[src/rtl/cdb_arbiter_if.sv]
// Bundle of execute-unit result ports and the registered CDB word.
// slave is the arbiter side; master is the units/consumer side.
interface cdb_arbiter_if #(
    parameter int NUM_UNITS  = 3,
    parameter int ROBsizeLog = 6
);
    localparam int SEL_W = $clog2(NUM_UNITS);

    logic [NUM_UNITS-1:0]            valid_i;
    logic [NUM_UNITS*ROBsizeLog-1:0] tag_i;
    logic [NUM_UNITS*64-1:0]         val_i;
    logic [NUM_UNITS*10-1:0]         commands_i;
    logic [NUM_UNITS*4-1:0]          flags_i;
    logic                            cdbStall_i;
    logic [NUM_UNITS-1:0]            canGo_o;
    logic                            cdbValid_o;
    logic [ROBsizeLog-1:0]           cdbTag_o;
    logic [63:0]                     cdbVal_o;
    logic [9:0]                      cdbCommands_o;
    logic [3:0]                      cdbFlags_o;
    logic [SEL_W-1:0]                cdbSrc_o;

    modport slave (
        input  valid_i, tag_i, val_i, commands_i, flags_i, cdbStall_i,
        output canGo_o, cdbValid_o, cdbTag_o, cdbVal_o, cdbCommands_o,
               cdbFlags_o, cdbSrc_o
    );

    modport master (
        output valid_i, tag_i, val_i, commands_i, flags_i, cdbStall_i,
        input  canGo_o, cdbValid_o, cdbTag_o, cdbVal_o, cdbCommands_o,
               cdbFlags_o, cdbSrc_o
    );
endinterface

[src/rtl/cdb_arbiter.sv]
// Round-robin arbiter granting one execute unit per cycle onto the common
// data bus; the winning result is registered and held while the consumer stalls.
module cdb_arbiter #(
    parameter int NUM_UNITS  = 3,
    parameter int ROBsize    = 32,
    parameter int ROBsizeLog = $clog2(ROBsize + 1),
    parameter int SEL_W      = $clog2(NUM_UNITS)
) (
    input  logic         clk_i,
    input  logic         reset_i,
    cdb_arbiter_if.slave bus
);
    localparam logic [SEL_W-1:0] LAST_IDX = SEL_W'(NUM_UNITS - 1);
    localparam logic [SEL_W:0]   NUM_EXT  = (SEL_W + 1)'(NUM_UNITS);

    logic [ROBsizeLog-1:0] tag_arr   [NUM_UNITS];
    logic [63:0]           val_arr   [NUM_UNITS];
    logic [9:0]            cmd_arr   [NUM_UNITS];
    logic [3:0]            flags_arr [NUM_UNITS];

    logic                  cdb_valid_q, cdb_valid_d;
    logic [ROBsizeLog-1:0] cdb_tag_q,   cdb_tag_d;
    logic [63:0]           cdb_val_q,   cdb_val_d;
    logic [9:0]            cdb_cmd_q,   cdb_cmd_d;
    logic [3:0]            cdb_flags_q, cdb_flags_d;
    logic [SEL_W-1:0]      cdb_src_q,   cdb_src_d;
    logic [SEL_W-1:0]      ptr_q,       ptr_d;

    logic                  take;
    logic                  grant_any;
    logic                  grant_fire;
    logic [SEL_W-1:0]      grant_idx;
    logic [SEL_W:0]        scan_idx;

    genvar gi;
    generate
        for (gi = 0; gi < NUM_UNITS; gi++) begin : g_unpack
            assign tag_arr[gi]   = bus.tag_i[gi*ROBsizeLog +: ROBsizeLog];
            assign val_arr[gi]   = bus.val_i[gi*64 +: 64];
            assign cmd_arr[gi]   = bus.commands_i[gi*10 +: 10];
            assign flags_arr[gi] = bus.flags_i[gi*4 +: 4];
            assign bus.canGo_o[gi] = grant_fire && (grant_idx == SEL_W'(gi));
        end
    endgenerate

    // Output register is free when empty or being drained this cycle.
    assign take = ~cdb_valid_q | ~bus.cdbStall_i;

    // Scan from ptr_q upward, wrapping, and keep the first requester found.
    always_comb begin
        grant_idx = '0;
        grant_any = 1'b0;
        scan_idx  = '0;
        for (int k = 0; k < NUM_UNITS; k++) begin
            scan_idx = {1'b0, ptr_q} + (SEL_W + 1)'(k);
            if (scan_idx >= NUM_EXT) begin
                scan_idx = scan_idx - NUM_EXT;
            end
            if (!grant_any && bus.valid_i[scan_idx[SEL_W-1:0]]) begin
                grant_any = 1'b1;
                grant_idx = scan_idx[SEL_W-1:0];
            end
        end
    end

    assign grant_fire = take & grant_any & ~reset_i;

    always_comb begin
        cdb_valid_d = cdb_valid_q;
        cdb_tag_d   = cdb_tag_q;
        cdb_val_d   = cdb_val_q;
        cdb_cmd_d   = cdb_cmd_q;
        cdb_flags_d = cdb_flags_q;
        cdb_src_d   = cdb_src_q;
        ptr_d       = ptr_q;
        if (grant_fire) begin
            cdb_valid_d = 1'b1;
            cdb_tag_d   = tag_arr[grant_idx];
            cdb_val_d   = val_arr[grant_idx];
            cdb_cmd_d   = cmd_arr[grant_idx];
            cdb_flags_d = flags_arr[grant_idx];
            cdb_src_d   = grant_idx;
            ptr_d       = (grant_idx == LAST_IDX) ? '0 : grant_idx + SEL_W'(1);
        end else if (take) begin
            cdb_valid_d = 1'b0;
        end
    end

    always_ff @(posedge clk_i) begin
        if (reset_i) begin
            cdb_valid_q <= 1'b0;
            cdb_tag_q   <= '0;
            cdb_val_q   <= '0;
            cdb_cmd_q   <= '0;
            cdb_flags_q <= '0;
            cdb_src_q   <= '0;
            ptr_q       <= '0;
        end else begin
            cdb_valid_q <= cdb_valid_d;
            cdb_tag_q   <= cdb_tag_d;
            cdb_val_q   <= cdb_val_d;
            cdb_cmd_q   <= cdb_cmd_d;
            cdb_flags_q <= cdb_flags_d;
            cdb_src_q   <= cdb_src_d;
            ptr_q       <= ptr_d;
        end
    end

    assign bus.cdbValid_o    = cdb_valid_q;
    assign bus.cdbTag_o      = cdb_tag_q;
    assign bus.cdbVal_o      = cdb_val_q;
    assign bus.cdbCommands_o = cdb_cmd_q;
    assign bus.cdbFlags_o    = cdb_flags_q;
    assign bus.cdbSrc_o      = cdb_src_q;
endmodule

[src/flat_wrapper.sv]
// flat-port wrapper written by rule: the top's interface ports become plain ports
module cdb_arbiter_flat 
#(
    parameter int NUM_UNITS  = 3,
    parameter int ROBsize    = 32,
    parameter int ROBsizeLog = $clog2(ROBsize + 1),
    parameter int SEL_W      = $clog2(NUM_UNITS)
)
  (clk_i, reset_i, bus_valid_i, bus_tag_i, bus_val_i, bus_commands_i, bus_flags_i, bus_cdbStall_i, bus_canGo_o, bus_cdbValid_o, bus_cdbTag_o, bus_cdbVal_o, bus_cdbCommands_o, bus_cdbFlags_o, bus_cdbSrc_o);
  cdb_arbiter_if #(.NUM_UNITS(NUM_UNITS), .ROBsizeLog(ROBsizeLog)) bus_i ();
  input  logic clk_i;
  input  logic reset_i;
  input wire logic [$bits(bus_i.valid_i)-1:0] bus_valid_i;
  input wire logic [$bits(bus_i.tag_i)-1:0] bus_tag_i;
  input wire logic [$bits(bus_i.val_i)-1:0] bus_val_i;
  input wire logic [$bits(bus_i.commands_i)-1:0] bus_commands_i;
  input wire logic [$bits(bus_i.flags_i)-1:0] bus_flags_i;
  input wire logic [$bits(bus_i.cdbStall_i)-1:0] bus_cdbStall_i;
  output wire logic [$bits(bus_i.canGo_o)-1:0] bus_canGo_o;
  output wire logic [$bits(bus_i.cdbValid_o)-1:0] bus_cdbValid_o;
  output wire logic [$bits(bus_i.cdbTag_o)-1:0] bus_cdbTag_o;
  output wire logic [$bits(bus_i.cdbVal_o)-1:0] bus_cdbVal_o;
  output wire logic [$bits(bus_i.cdbCommands_o)-1:0] bus_cdbCommands_o;
  output wire logic [$bits(bus_i.cdbFlags_o)-1:0] bus_cdbFlags_o;
  output wire logic [$bits(bus_i.cdbSrc_o)-1:0] bus_cdbSrc_o;
  assign bus_i.valid_i = bus_valid_i;
  assign bus_i.tag_i = bus_tag_i;
  assign bus_i.val_i = bus_val_i;
  assign bus_i.commands_i = bus_commands_i;
  assign bus_i.flags_i = bus_flags_i;
  assign bus_i.cdbStall_i = bus_cdbStall_i;
  assign bus_canGo_o = bus_i.canGo_o;
  assign bus_cdbValid_o = bus_i.cdbValid_o;
  assign bus_cdbTag_o = bus_i.cdbTag_o;
  assign bus_cdbVal_o = bus_i.cdbVal_o;
  assign bus_cdbCommands_o = bus_i.cdbCommands_o;
  assign bus_cdbFlags_o = bus_i.cdbFlags_o;
  assign bus_cdbSrc_o = bus_i.cdbSrc_o;
  cdb_arbiter #(.NUM_UNITS(NUM_UNITS), .ROBsize(ROBsize), .ROBsizeLog(ROBsizeLog), .SEL_W(SEL_W)) u_core (.clk_i(clk_i), .reset_i(reset_i), .bus(bus_i));
endmodule
[config.mk]
export PLATFORM = sky130hd
export DESIGN_NAME = cdb_arbiter_flat
export DESIGN_NICKNAME = d
export VERILOG_FILES = /design/src/rtl/cdb_arbiter_if.sv /design/src/rtl/cdb_arbiter.sv /design/src/flat_wrapper.sv
export SDC_FILE = /design/constraint.sdc
export NUM_CORES = 1
export LEC_CHECK = 0
export BUFFER_PORTS_ARGS = -buffer_cell sky130_fd_sc_hd__clkbuf_2
export CAP_MARGIN = 10
export CELL_PAD_IN_SITES_DETAIL_PLACEMENT = 1
export CELL_PAD_IN_SITES_GLOBAL_PLACEMENT = 1
export CORE_AREA = 2 2 134 136
export DETAILED_ROUTE_END_ITERATION = 6
export DIE_AREA = 0 0 136 138
export PLACE_DENSITY = 0.89
export SKIP_LAST_GASP = 1
export SLEW_MARGIN = 20
export SYNTH_ARGS = -nofsm -noshare
export SYNTH_HDL_FRONTEND = slang
export SYNTH_SLANG_ARGS = --single-unit
[constraint.sdc]
create_clock -name clk_i -period 3.6 [get_ports clk_i]
set_clock_uncertainty 0.1 [all_clocks]
set_input_delay 0.72 -clock clk_i [delete_from_list [all_inputs] [get_ports clk_i]]
set_output_delay 0.72 -clock clk_i [all_outputs]
set_load 0.05 [all_outputs]
* Word level (Yosys, flattened, before mapping)
Index checks and enable logic that the tools add are counted.
W data, S select, Z words.
** Storage, ports and cells
- Memories :: 0
- Bits in latches :: 0
- Memory bits (read-only) :: 0
- Input bits :: 258
- Output and inout bits :: 90
- Register bits after elaboration :: 89
- Bits in writable memories :: 0
** Operators by class
- $lt $le $gt $ge :: 7
- Div/mod/pow operators :: 0
- $mul :: 0
- Shift operators :: 0
- Mux-type cells :: 30
- Bitwise operators :: 7
- Add/subtract/negate cells :: 6
- Reductions and logical operators :: 9
- Eq/ne operators :: 2
** Operator list (number)
- $bmux W64 S2 :: 1
- $mux W64 :: 2
- $bmux W10 S2 :: 1
- $mux W10 :: 2
- $mux W2 :: 7
- $bmux W6 S2 :: 1
- $mux W6 :: 2
- $lt A2 B3 Y1 const B :: 3
- $bmux W4 S2 :: 1
- $mux W1 :: 8
- $mux W4 :: 2
- $bmux W1 S2 :: 3
- $ge A3 B2 Y1 const B :: 2
- $sub A2 B2 Y2 const B :: 3
- $logic_and A1 B1 Y1 :: 5
- $add A2 B1 Y3 const B :: 1
- $add A2 B2 Y3 const B :: 1
- $ge A3 B3 Y1 const B :: 1
- $not A1 Y1 :: 3
- $not A2 Y3 :: 1
- $add A2 B1 Y2 const B :: 1
- $and A1 B1 Y1 :: 2
- $eq A2 B1 Y1 const B :: 1
- $eq A2 B2 Y1 const B :: 1
- other kinds (5) :: 6

* Logic depth before layout (Yosys ltp)
Gate-level depths: netlist of the first run.
- Word-level depth :: 15
- Mapped depth :: 12
- Depth with buffers taken out :: 8

* Worst setup path after synthesis of the first run
No wires, ideal clock.
- Path kind :: register to output
- Start point :: reg u_core.ptr_q[0]
- End point :: out bus_canGo_o[1]
- Arrival :: 2.572 ns
- Setup slack :: 0.208 ns
- Stages on the path, launching flop included :: 10
- Path through :: dfxtp_1 -> inv_1 -> ha_1 -> buf_6 -> mux2i_4 -> o22ai_4 -> o31ai_4 -> or2b_4 -> buf_2 -> nor2_1
** On the way
- Word-level cells in the longest chain between the ends :: 14
- Elaborated cells between the ends (all ways) :: 31
- Classes of those cells :: add/sub (5); order compare (3); eq/ne (1); mux (15); bitwise (2); reduce/logical (5)
** Ends and longest elaborated chain
- from (decl) :: RTL line cdb_arbiter.sv:27 : logic [SEL_W-1:0] ptr_q, ptr_d;
- from (signal assigned) :: RTL line cdb_arbiter.sv:105 : ptr_q <= ptr_d;
- parallel branches: the longest is 13 deep, another holds $add A2 B1 Y3
- $logic_and A1 B1 Y1 (*) :: RTL line cdb_arbiter.sv:42 : assign bus.canGo_o[gi] = grant_fire && (grant_idx == SEL_W'(gi));
- to (decl) :: RTL line flat_wrapper.sv:19 : output wire logic [$bits(bus_i.canGo_o)-1:0] bus_canGo_o;
Mark *: on every way between the ends. The select of a mux whose other input is x is not followed.

* Worst setup path after layout of the first run
- Start point :: reg u_core.ptr_q[0]
- End point :: out bus_canGo_o[0]
Same word-level chain as after synthesis.

==> results.md, run 1 <==
- The portion of synthesized area spent on multiplexers is 0.119.
- The full die area is ~19,000 sq um.
- The share of total power dissipated in the clock network is 0.135.
- Along the worst path, the maximum fanout reaches 10.
- Counting along the longest clock path gives a buffer depth of 2.
- In this run the most critical hold path is launched from u_core.bus.cdbVal_o[40].
- The synthesized netlist cell count is 521.
- Detailed routing inserted a total of 5,527 vias.
- Leaving out fill and tap cells, the most frequent cell in the layout is sky130_fd_sc_hd__clkbuf_2.
- Walking the worst path, the cells encountered are inv_1 -> ha_2 -> mux2i_4 -> mux2i_1 -> nor4b_1 -> o22ai_2 -> nor2b_1 -> clkbuf_2.
- At the end of routability-driven placement, the weighted congestion stood at about 0.82.
- The share of the core filled with cells is 0.396.
- By startpoint and endpoint, the worst setup path is classified as flop to primary output.
- Summed over all layers, the global routing overflow is 0.
- The flow ran to the end, and the final reports show no timing, DRC or antenna violations.
- The routed length per placed instance is around 18 um.
- The share of flip-flops with an asynchronous set or reset after synthesis is 0.
- The count of buffers added on input and output ports is 347.
- The met2 usage is 0.384.
- The max-slew violation total from the final report is 0.
- Dividing the detail-routed via count by the number of cells gives 5.14.
- By area the synthesized netlist is led by sky130_fd_sc_hd__dfxtp_1 (37%), sky130_fd_sc_hd__mux2i_1 (11%), sky130_fd_sc_hd__a22oi_1 (8.2%), sky130_fd_sc_hd__a21oi_1 (7.4%), sky130_fd_sc_hd__a31o_2 (6.3%).
- The number of distinct library cell variants in the gate-level netlist after synthesis is 40.
- The data arrival time of the critical path is 2590 ps.
- Across the run, the number of max-cap violations was 0.
- In this run the critical register-to-register path is launched from u_core.ptr_q[0].
- Relative to the synthesized area, the layout overhead comes to 45.8%.
- The H-tree generated during clock tree synthesis spans 3 levels.
- The switching portion of total power is 0.523.
- The number of synthesized register bits is 89.
- The worst setup path is captured at a primary output.
- The die is roughly 140 um wide.
- For this run, global-route usage on met3 was measured as 0.0609.
- For the pin with the worst max-slew slack, the measured transition is 597 ps.
- Adding up every negative setup slack in the final design gives 0 ps.
- The die is between 100 and 150 um tall.
- At the worst endpoint, the required time is approximately 2800 ps.
- The clock period could shrink to 3410 ps.
- Fill cells in the final layout number about 2,200.
- CTS saw between 80 and 90 sinks.
- The highest-delay cell along the critical path is sky130_fd_sc_hd__ha_2.
- Timing would allow up to roughly 290 MHz.
- The worst hold path belongs to the class flop to flop.
- The final clock period utilization by the worst path is 0.948.
- The total net switching power is ~3.7 mW.
- Summed over all cells, the static leakage comes to 3.38 nW.
- A synthesized cell averages slightly above 9 sq um.
- The number of placed I/O pins is ~350.
- In the synthesized netlist the dominant register cell turns out to be sky130_fd_sc_hd__dfxtp_1.
- In the post-route analysis, the smallest setup slack over all paths is about 190 ps.
- The power per unit of standard cell area is about 1000 nW/um^2.
- The largest vdd supply drop is 0.613 mV.
- The tree is rooted in a sky130_fd_sc_hd__clkbuf_16.
- The share of total power dissipated in combinational logic is 0.653.
- The fraction of the yosys area taken by sequential cells is 0.375.
- After legalization and detailed placement, the total HPWL measured roughly 15,000 um.
- The iteration-0 DRC count of the detailed router is 120.
- Entering global routing, the biggest net connects 86 pins.
- The final hold violation count is 0.
- The routed wire length is 19,800 um.
- The total of warnings raised by yosys is 0.
- The number of antenna violations at the first check in global routing is 1.
- After the last flow step, the layout net total stands at between 1,000 and 1,500.
- Of the total power, registers draw 0.213.
- TritonCTS built the clock tree.
- The met1 track utilization from global routing is 0.204.
- The core region area is around 18,000 sq um.
- Setup repair after global routing could not meet its margin everywhere.
- The number of global-route vias before repair is about 5,900.
- After detailed placement, the design holds a cell count of ~1,100.
- The number of standard-cell rows in the floorplan is 49.
- Broken down by cell family, the worst path's largest delay share belongs to simple AND/OR/NAND/NOR gates.
- The startpoint kind of the worst setup timing path is a flop.
- The DRC violations left is 0.
- Clock latency on the worst-skew pair, taken at its later pin, is around 340 ps.
- Of the total synthesized cell area, the portion taken by AND, OR, NAND and NOR gates is 0.0597.
- For this run, the detailed router's first-pass iteration total came to 4.
- The share of post-route cells with drive strength above 1 is 0.511.
- The total setup violations reported at the end of the flow is 0.
- The wire length of the first global-routing pass is 29,900 um.
- In the layout the commonest cells are sky130_fd_sc_hd__clkbuf_2 (347), sky130_fd_sc_hd__dfxtp_1 (89), sky130_fd_sc_hd__a21oi_1 (70).
- Counting both buffers and inverters, the worst setup path holds a total of 2.
- Clock tree synthesis inserted a total of 9 buffers.
- The post-place setup slack is ~410 ps.
- The startpoint of the worst setup timing path is u_core.ptr_q[0].
- Once layout is complete, the cells apart from fillers number 1,076.
- Counting flops with a built-in enable in the synthesized netlist gives 0.
- In this design, the stage delay of the slowest critical-path cell is 480 ps.
- The layer with the highest usage after global routing is met2.
- The total nets after synthesis is between 700 and 800.
- The fraction of the mapped netlist area in compound gates is 0.369.
- In this run the tightest slew margin relative to its limit is 0.602.
- By area, the combinational part of the netlist is dominated by compound AO/OA/AOI/OAI gates.
- The total global routing track utilization is 0.203.
- The most area-hungry cell type in the Yosys netlist is sky130_fd_sc_hd__dfxtp_1.
- The internal portion of the total power is 3.40 mW.
- Of the post-synthesis cell area, the dominant cell type holds 0.375.
- Clock-pin slew was measured on the worst setup and hold paths at ~60 ps.
- The starting density of the core is 0.271.
- Of the total synthesized cell area, the portion taken by XOR and XNOR cells is 0.
- The synthesized netlist occupies a cell area of around 4800 sq um.
- Of the total synthesized cell area, the portion taken by full adders, half adders and majority gates is 0.0105.
- The detail route stage leaves a number of antenna-violating nets equal to 0.
==> cells by family after synthesis <==
family,Yosys count
AO/OA/AOI/OAI,257
AND/OR/NAND/NOR,61
multiplexers,54
buffers and inverters,56
adder cells (fa/ha/maj),4
flip-flops,89
==> power by group through the flow <==
stage | registers (mW) | clock network, mW | logic (mW)
after detailed placement | 1.53 | 0 | 4.68
after floorplan | 2.60 | 0 | 2.56
after global placement | 1.52 | 0 | 4.58
after global routing | 1.56 | 1.03 | 4.98
final | 1.52 | 0.960 | 4.65
after CTS | 1.52 | 0.992 | 4.69
==> routing by layer <==
metal | part of all wire | up-vias
li1 | - | 2623
met2 | 0.51 | 248
met1 | 0.37 | 2626
met3 | 0.092 | 30
met4 | 0.027 | 0
met5 | 0 | -
==> synth_stat cells (all sizes together), types with 2 or more instances <==
cell,n
dfxtp,89
nand2b,3
a21oi,74
o22ai,3
mux2i,54
o21ai,52
o31ai,36
buf,40
nand2,42
o21bai,2
nor2b,2
a22oi,52
a31o,34
nand3b,2
ha,4
clkbuf,12
inv,4
o221ai,2
nor2,5
==> area by class of cell <==
cell class,instances,area [sq um],area share
repair buffers,361,1870,0.269
well taps,229,287,0.0413
inverters,4,15.0,0.00216
clock inverters,5,55.1,0.00794
clock buffers,11,243,0.0350
flip-flops and latches,89,1780,0.257
multi-input cells,376,2690,0.387
diodes,1,2.50,0.000361
==> timing repair <==
| item | CTS | global route |
|---|---|---|
| hold endpoints to repair | 0 | 0 |
| resized for setup | 0 | 1 |
| setup endpoints to repair | 0 | 2 |
| buffers inserted | 0 | 0 |
| hold buffers | 0 | 0 |
==> worst reg2reg max path: cells and delay by family, from the launching register on <==
kind	cells	cell delay, ps
compound gates	3	670
fa+ha+maj	1	480
buf+inv	2	380
flops	1	380
mux	1	310
simple gates	2	560
==> final timing paths <==
| kind | end | slack, ps | depth (start not counted) |
|---|---|---|---|
| setup reg to reg | u_core.bus.cdbVal_o[37] | 610 | 9 |
| hold reg to reg | u_core.bus.cdbVal_o[40] | 350 | 2 |
| hold / removal | u_core.bus.cdbVal_o[40] | 350 | 2 |
| setup / recovery | bus_canGo_o[0] | 190 | 8 |
==> state kept, by name, indices dropped and copies added (netlist names) <==
name	flops
u_core.bus.cdbTag_o	6
u_core.bus.cdbFlags_o	4
u_core.bus.cdbValid_o	1
u_core.bus.cdbVal_o	64
u_core.ptr_q	2
u_core.bus.cdbSrc_o	2
u_core.bus.cdbCommands_o	10
==> metrics by stage <==
stage	hold slack, ps	total power, mW	area, sq um
after floorplan	359	5.15	4760
after global placement	334	6.10	6630
after detailed placement	341	6.21	6630
after CTS	355	7.20	6930
after global routing	383	7.57	6940
final	353	7.13	6940
Power figures use the tool's default switching activity.
==> run 2, diff against run 1 <==
--- a/config.mk
+++ b/config.mk
@@ -7,12 +7,13 @@
 export LEC_CHECK = 0
 export BUFFER_PORTS_ARGS = -buffer_cell sky130_fd_sc_hd__clkbuf_2
 export CAP_MARGIN = 10
-export CELL_PAD_IN_SITES_DETAIL_PLACEMENT = 1
+export CELL_PAD_IN_SITES_DETAIL_PLACEMENT = 0
 export CELL_PAD_IN_SITES_GLOBAL_PLACEMENT = 1
 export CORE_AREA = 2 2 134 136
 export DETAILED_ROUTE_END_ITERATION = 6
 export DIE_AREA = 0 0 136 138
 export PLACE_DENSITY = 0.89
+export SETUP_SLACK_MARGIN = 0.05
 export SKIP_LAST_GASP = 1
 export SLEW_MARGIN = 20
 export SYNTH_ARGS = -nofsm -noshare
==> results.md, run 2 (same netlist as run 1, synthesis figures left out) <==
- The post-place setup slack came to 463 ps (+53.1 ps).
- The run finished with clean final reports.
- The critical path is of the flop to primary output type.
- The routed wire length came to 18,200 um (-7.9%).
- The full die area is 18,800 sq um (unchanged).
- The share of power burned in registers is 0.213 (about the same).
- The pin count of the biggest net entering global routing came to 86 (unchanged).
- The height of the die was 138 um (unchanged).
- TritonCTS built the clock tree.
- The number of antenna violations at the first check in global routing is 1 (unchanged).
- The horizontal extent of the die is 136 um (unchanged).
- The share of post-route cells with drive strength above 1 is 0.513 (+0.00236).
- The wire length of the first global-routing pass is 27,700 um (-7.1%).
- The post-CTS clock slew at the launch and capture registers of the worst setup and hold paths is 60 ps (about the same).
- The timing-limited maximum frequency came to 294 MHz (+0.32%).
- The cell area after placement is 6630 sq um (unchanged).
- The latest clock arrival within the worst-skew pair was 350 ps (about the same).
- The total setup violations reported at the end of the flow came to 0 (unchanged).
- The worst setup path is captured at a primary output.
- The starting density of the core is 0.271 (unchanged).
- The startpoint kind of the worst setup timing path is a flop.
- The final-stage net count is 1,103 (unchanged).
- The total via count after detailed routing is 5,363 (-3.0%).
- The number of levels the H-tree was split into came to 3 (unchanged).
- The relative max-transition margin is 0.551 (-0.0508).
- The number of gates resized after CTS is 0 (unchanged).
- The combinational fraction of design power is 0.647 (-0.006).
- The share of total power in the clock network is 0.141 (+0.006).
- The number of I/O port buffers is 347 (unchanged).
- In this run the worst hold path is classified as flop to flop.
- The total net switching power is 3.70 mW (-0.87%).
- The count of inserted antenna diode cells came to 0 (-1).
- The largest vdd supply drop is 0.633 mV (+3.3%).
- The number of placed instances, taps included was 1,059 (unchanged).
- The share of the core filled with cells is 0.397 (+0.00121).
- The number of buffers added to fix hold violations after cts came to 0 (unchanged).
- The total power is 7.12 mW (about the same).
- The routed length per placed instance is 17.0 um (-7.8%).
- The number of buffers created by CTS came to 9 (unchanged).
- The cell leakage power is 3.39 nW (+0.21%).
- The minimum period implied by the final worst setup slack came to 3400 ps (-11.0 ps).
- The average via count per standard cell is 4.99 (-2.9%).
- The placer congestion estimate is 0.817 (unchanged).
- Leaving out fill and tap cells, the most frequent cell in the layout is sky130_fd_sc_hd__clkbuf_2.
- The transition time of the tightest slew-check pin was 673 ps (+76.2 ps).
- The post-CTS setup buffer count was 0 (unchanged).
- The remaining antenna violation count is 0 (unchanged).
- The final hold slack was 350 ps (-2.29 ps).
- The number of inserted filler cells in the final layout is 1,786 (-18%).
- The data arrival time of the critical path came to 2580 ps (about the same).
- The minimum setup slack in the final design came to 198 ps (+11.0 ps).
- The highest net fanout along the worst path is 10 (unchanged).
- The power per unit of standard cell area is 1020 nW/um^2 (-0.34%).
- The number of global-route vias before repair is 5,316 (-9.3%).
- The required time reported for the critical path endpoint came to 2780 ps (about the same).
- The final clock period utilization by the worst path is 0.945 (-0.00305).
- The switching portion of total power is 0.519 (-0.00435).
- The number of placed I/O pins is 348 (unchanged).
- The total iterations of the first detailed-routing run is 4 (unchanged).
- The total of max-cap violations is 0 (unchanged).
- The max-slew violation total from the final report was 0 (unchanged).
- The number of standard-cell rows in the floorplan is 49 (unchanged).
- The HPWL after detailed placement is 13,600 um (-9.9%).
- Setup repair after global routing left no endpoint under its margin.
- The number of sinks driven by the clock tree came to 89 (unchanged).
- The count of placed standard cells in the final layout, fillers left out is 1,075 (-0.093%).
- The iteration-0 DRC count of the detailed router is 201 (+68%).
- The setup TNS is 0 ps (unchanged).
- The final hold violation count was 0 (unchanged).
- In the layout the commonest cells are sky130_fd_sc_hd__clkbuf_2 (347), sky130_fd_sc_hd__dfxtp_1 (89), sky130_fd_sc_hd__a21oi_1 (70).
- From synthesis to final layout, the design area changed by 46.2%.
- The total overflow reported by the global router is 0 (unchanged).
- The DRC violations left is 0 (unchanged).
- The number of flip-flops in the largest register is 64 (unchanged).
- The total global routing track utilization was 0.187 (-0.0164).
- The area of all placed cells without fillers was 6960 sq um (+0.31%).
- CTS placed an instance of sky130_fd_sc_hd__clkbuf_16 at the clock tree root.
- The core region area is 17,500 sq um (unchanged).
- The maximum number of buffers from clock root to sink is 2 (unchanged).
- The cell internal power dissipation is 3.43 mW (+0.88%).
## run 2: routing by layer
| metal | track usage | vias up | part of all wire |
|---|---|---|---|
| li1 | - | 2618 | - |
| met1 | 0.205 | 2484 | 0.40 |
| met2 | 0.343 | 244 | 0.50 |
| met3 | 0.0506 | 17 | 0.086 |
| met4 | 0.0630 | 0 | 0.017 |
| met5 | 0 | - | 0 |
## run 2: final cells by class
type / count / area [sq um] / share of cell area
clock buffers: 11 / 253 / 0.0363
clock inverters: 5 / 62.6 / 0.00899
inverters: 4 / 15.0 / 0.00216
multi-input cells: 376 / 2690 / 0.387
flip-flops and latches: 89 / 1780 / 0.256
well taps: 229 / 287 / 0.0412
repair buffers: 361 / 1870 / 0.268
## run 2: path summary, 6_finish.rpt
kind                             end  cells after the start               startpoint  slack, ps
min          u_core.bus.cdbVal_o[47]                      2  u_core.bus.cdbVal_o[47]        350
min reg2reg  u_core.bus.cdbVal_o[47]                      2  u_core.bus.cdbVal_o[47]        350
max reg2reg   u_core.bus.cdbTag_o[5]                      9          u_core.ptr_q[0]        670
max                   bus_canGo_o[0]                      8          u_core.ptr_q[0]        200
## run 2: power by group through the flow
stage | combinational, mW | sequential [mW] | clock (mW)
after floorplan | 2.56 | 2.60 | 0
after global placement | 4.58 | 1.52 | 0
after detailed placement | 4.61 | 1.53 | 0
after CTS | 4.62 | 1.52 | 1.03
after global routing | 4.93 | 1.56 | 1.08
final | 4.61 | 1.52 | 1.00
## run 2: critical path: stages (launching register included)
cell and delay, ps:
sky130_fd_sc_hd__dfxtp_1 380, sky130_fd_sc_hd__inv_1 80, sky130_fd_sc_hd__ha_2 480, sky130_fd_sc_hd__mux2i_4 310, sky130_fd_sc_hd__mux2i_1 130, sky130_fd_sc_hd__nor4b_2 320
sky130_fd_sc_hd__o22ai_2 150, sky130_fd_sc_hd__nor2b_1 160, sky130_fd_sc_hd__clkbuf_2 230
==> run 3, diff against run 2 <==
--- a/config.mk
+++ b/config.mk
@@ -12,6 +12,7 @@
 export CORE_AREA = 2 2 134 136
 export DETAILED_ROUTE_END_ITERATION = 6
 export DIE_AREA = 0 0 136 138
+export MAX_ROUTING_LAYER = met4
 export PLACE_DENSITY = 0.89
 export SETUP_SLACK_MARGIN = 0.05
 export SKIP_LAST_GASP = 1
==> results.md, run 3 (same netlist as run 1, synthesis figures left out) <==
- The run finished with clean final reports.
- The area of all placed cells without fillers came to 6960 sq um (unchanged).
- The CTS root buffer is sky130_fd_sc_hd__clkbuf_16.
- The minimum period implied by the final worst setup slack is 3400 ps (-1.95 ps).
- The post-synthesis to final-layout area growth is 46.2% (unchanged).
- The total iterations of the first detailed-routing run is 4 (unchanged).
- The total overflow reported by the global router was 0 (unchanged).
- The starting density of the core is 0.271 (unchanged).
- The average via count per standard cell came to 5.00 (+0.28%).
- Setup repair after global routing left no endpoint under its margin.
- The DRC violations left came to 0 (unchanged).
- The HPWL after detailed placement is 13,600 um (unchanged).
- The total via count after detailed routing came to 5,378 (+0.28%).
- The critical path in this run is classified as flop to primary output.
- The iteration-0 DRC count of the detailed router is 218 (+8.5%).
- The routed length per placed instance was 16.9 um (about the same).
- The cell family with the largest share of critical-path delay is adder cells.
- The number of antenna violations at the first check in global routing is 1 (unchanged).
- The max-slew violation total from the final report is 0 (unchanged).
- The critical path goes through inv_1 -> ha_2 -> mux2i_4 -> mux2i_1 -> nor4b_2 -> o22ai_2 -> nor2b_1 -> clkbuf_2.
- The startpoint kind of the worst setup timing path is a flop.
- The final hold slack is 351 ps (+0.157 ps).
- The post-place setup slack was 463 ps (unchanged).
- The share of the core filled with cells is 0.397 (unchanged).
- The count of placed standard cells in the final layout, fillers left out is 1,075 (unchanged).
- The final hold violation count is 0 (unchanged).
- The number of standard-cell rows in the floorplan was 49 (unchanged).
- The post-CTS clock slew at the launch and capture registers of the worst setup and hold paths was 60 ps (about the same).
- The timing-limited maximum frequency was 294 MHz (about the same).
- The minimum setup slack in the final design is 200 ps (+1.95 ps).
- The hold-critical path depth was 2 (unchanged).
- The number of flip-flops in the largest register came to 64 (unchanged).
- The final-stage net count is 1,103 (unchanged).
- The total net switching power is 3.69 mW (about the same).
- The cell area after placement was 6630 sq um (unchanged).
- The share of power burned in registers is 0.213 (about the same).
- The horizontal extent of the die is 136 um (unchanged).
- The total setup violations reported at the end of the flow came to 0 (unchanged).
- The total global routing track utilization is 0.192 (+0.00546).
- The capturing element type of the critical path is a primary output.
- The setup TNS is 0 ps (unchanged).
- The count of inserted antenna diode cells came to 0 (unchanged).
- Leaving out fill and tap cells, the most frequent cells in the layout are sky130_fd_sc_hd__clkbuf_2 (347), sky130_fd_sc_hd__dfxtp_1 (89), sky130_fd_sc_hd__a21oi_1 (70).
- The number of gates resized after CTS is 0 (unchanged).
- The height of the die is 138 um (unchanged).
- The required time reported for the critical path endpoint is 2780 ps (about the same).
- The combinational fraction of design power is 0.647 (about the same).
- The final clock period utilization by the worst path came to 0.944 (about the same).
- The data arrival time of the critical path is 2580 ps (about the same).
- The relative max-transition margin is 0.549 (-0.00229).
- The transition time of the tightest slew-check pin is 676 ps (+3.44 ps).
- The biggest cell delay along the critical path is 480 ps (about the same).
- The maximum number of buffers from clock root to sink is 2 (unchanged).
- The latest clock arrival within the worst-skew pair was 350 ps (about the same).
- The cell leakage power was 3.39 nW (unchanged).
- The wire length of the first global-routing pass is 27,600 um (-0.32%).
- The full die area is 18,800 sq um (unchanged).
- The highest net fanout along the worst path came to 10 (unchanged).
- The share of post-route cells with drive strength above 1 is 0.513 (unchanged).
- The count of cell instances traversed by the critical path is 8 (unchanged).
- The switching portion of total power is 0.519 (about the same).
- The core region area is 17,500 sq um (unchanged).
- The number of buffers added to fix hold violations after cts is 0 (unchanged).
- The number of sinks driven by the clock tree is 89 (unchanged).
- The highest-delay cell along the critical path is sky130_fd_sc_hd__ha_2.
- The length in cells of the worst reg-to-reg path is 9 (unchanged).
- The number of global-route vias before repair is 5,333 (+0.32%).
- The number of placed I/O pins came to 348 (unchanged).
- The largest vdd supply drop was 0.631 mV (-0.35%).
- The number of placed instances, taps included was 1,059 (unchanged).
- The power per unit of standard cell area is 1020 nW/um^2 (about the same).
- TritonCTS built the clock tree.
- The total of max-cap violations is 0 (unchanged).
- The cell internal power dissipation is 3.43 mW (about the same).
- The total power is 7.12 mW (about the same).
- The post-CTS setup buffer count is 0 (unchanged).
- The number of levels the H-tree was split into is 3 (unchanged).
- The routed wire length came to 18,200 um (about the same).
- The pin count of the biggest net entering global routing was 86 (unchanged).
- The share of total power in the clock network is 0.140 (about the same).
- The remaining antenna violation count was 0 (unchanged).
- The number of I/O port buffers is 347 (unchanged).
- The tightest min-delay check is of the flop to flop type.
- The commonest non-fill, non-tap cell in the layout is sky130_fd_sc_hd__clkbuf_2.
- The number of buffer and inverter stages on the critical path is 2 (unchanged).
- The number of buffers created by CTS is 9 (unchanged).
- The placer congestion estimate was 0.832 (+1.9%).
run 3: cell counts in the layout (fill, tap and decap cells not counted):
Identical to the previous run, type by type.
run 3: power by group through the flow:
| stage | sequential, mW | combinational [mW] | clock (mW) |
|---|---|---|---|
| after floorplan | 2.60 | 2.56 | 0 |
| after global placement | 1.52 | 4.58 | 0 |
| after detailed placement | 1.53 | 4.61 | 0 |
| after CTS | 1.52 | 4.62 | 1.03 |
| after global routing | 1.56 | 4.93 | 1.08 |
| final | 1.52 | 4.61 | 0.999 |
run 3: layout make-up:
type                       instances  area [sq um]
clock buffer                      11           253
clock inverter                     5          62.6
fill                            1786         10600
inverter                           4          15.0
multi-input combinational        376          2690
sequential                        89          1780
tap                              229           287
timing repair buffer             361          1870
run 3: final timing paths:
| path | startpoint | end | slack [ps] |
|---|---|---|---|
| worst min-delay path | u_core.bus.cdbVal_o[47] | u_core.bus.cdbVal_o[47] | 350 |
| worst max-delay path | u_core.ptr_q[0] | bus_canGo_o[0] | 200 |
| worst max register to register | u_core.ptr_q[0] | u_core.bus.cdbVal_o[16] | 670 |
| worst min register to register | u_core.bus.cdbVal_o[47] | u_core.bus.cdbVal_o[47] | 350 |
run 3: per-layer routing:
layer  GRT usage  wire (um)  vias to the layer above
met1       0.208       7240                     2490
met2       0.343       9150                      249
met5           -          0                        -
met3      0.0440       1510                       19
li1            -          -                     2620
met4      0.0630        303                        0
run 3: worst reg2reg max path, delay by kind of cell (launching register included):
kind | cells | cell delay [ps]
simple gates | 1 | 460
buf+inv | 2 | 380
flops | 1 | 380
fa+ha+maj | 1 | 480
compound gates | 4 | 740
mux | 1 | 310
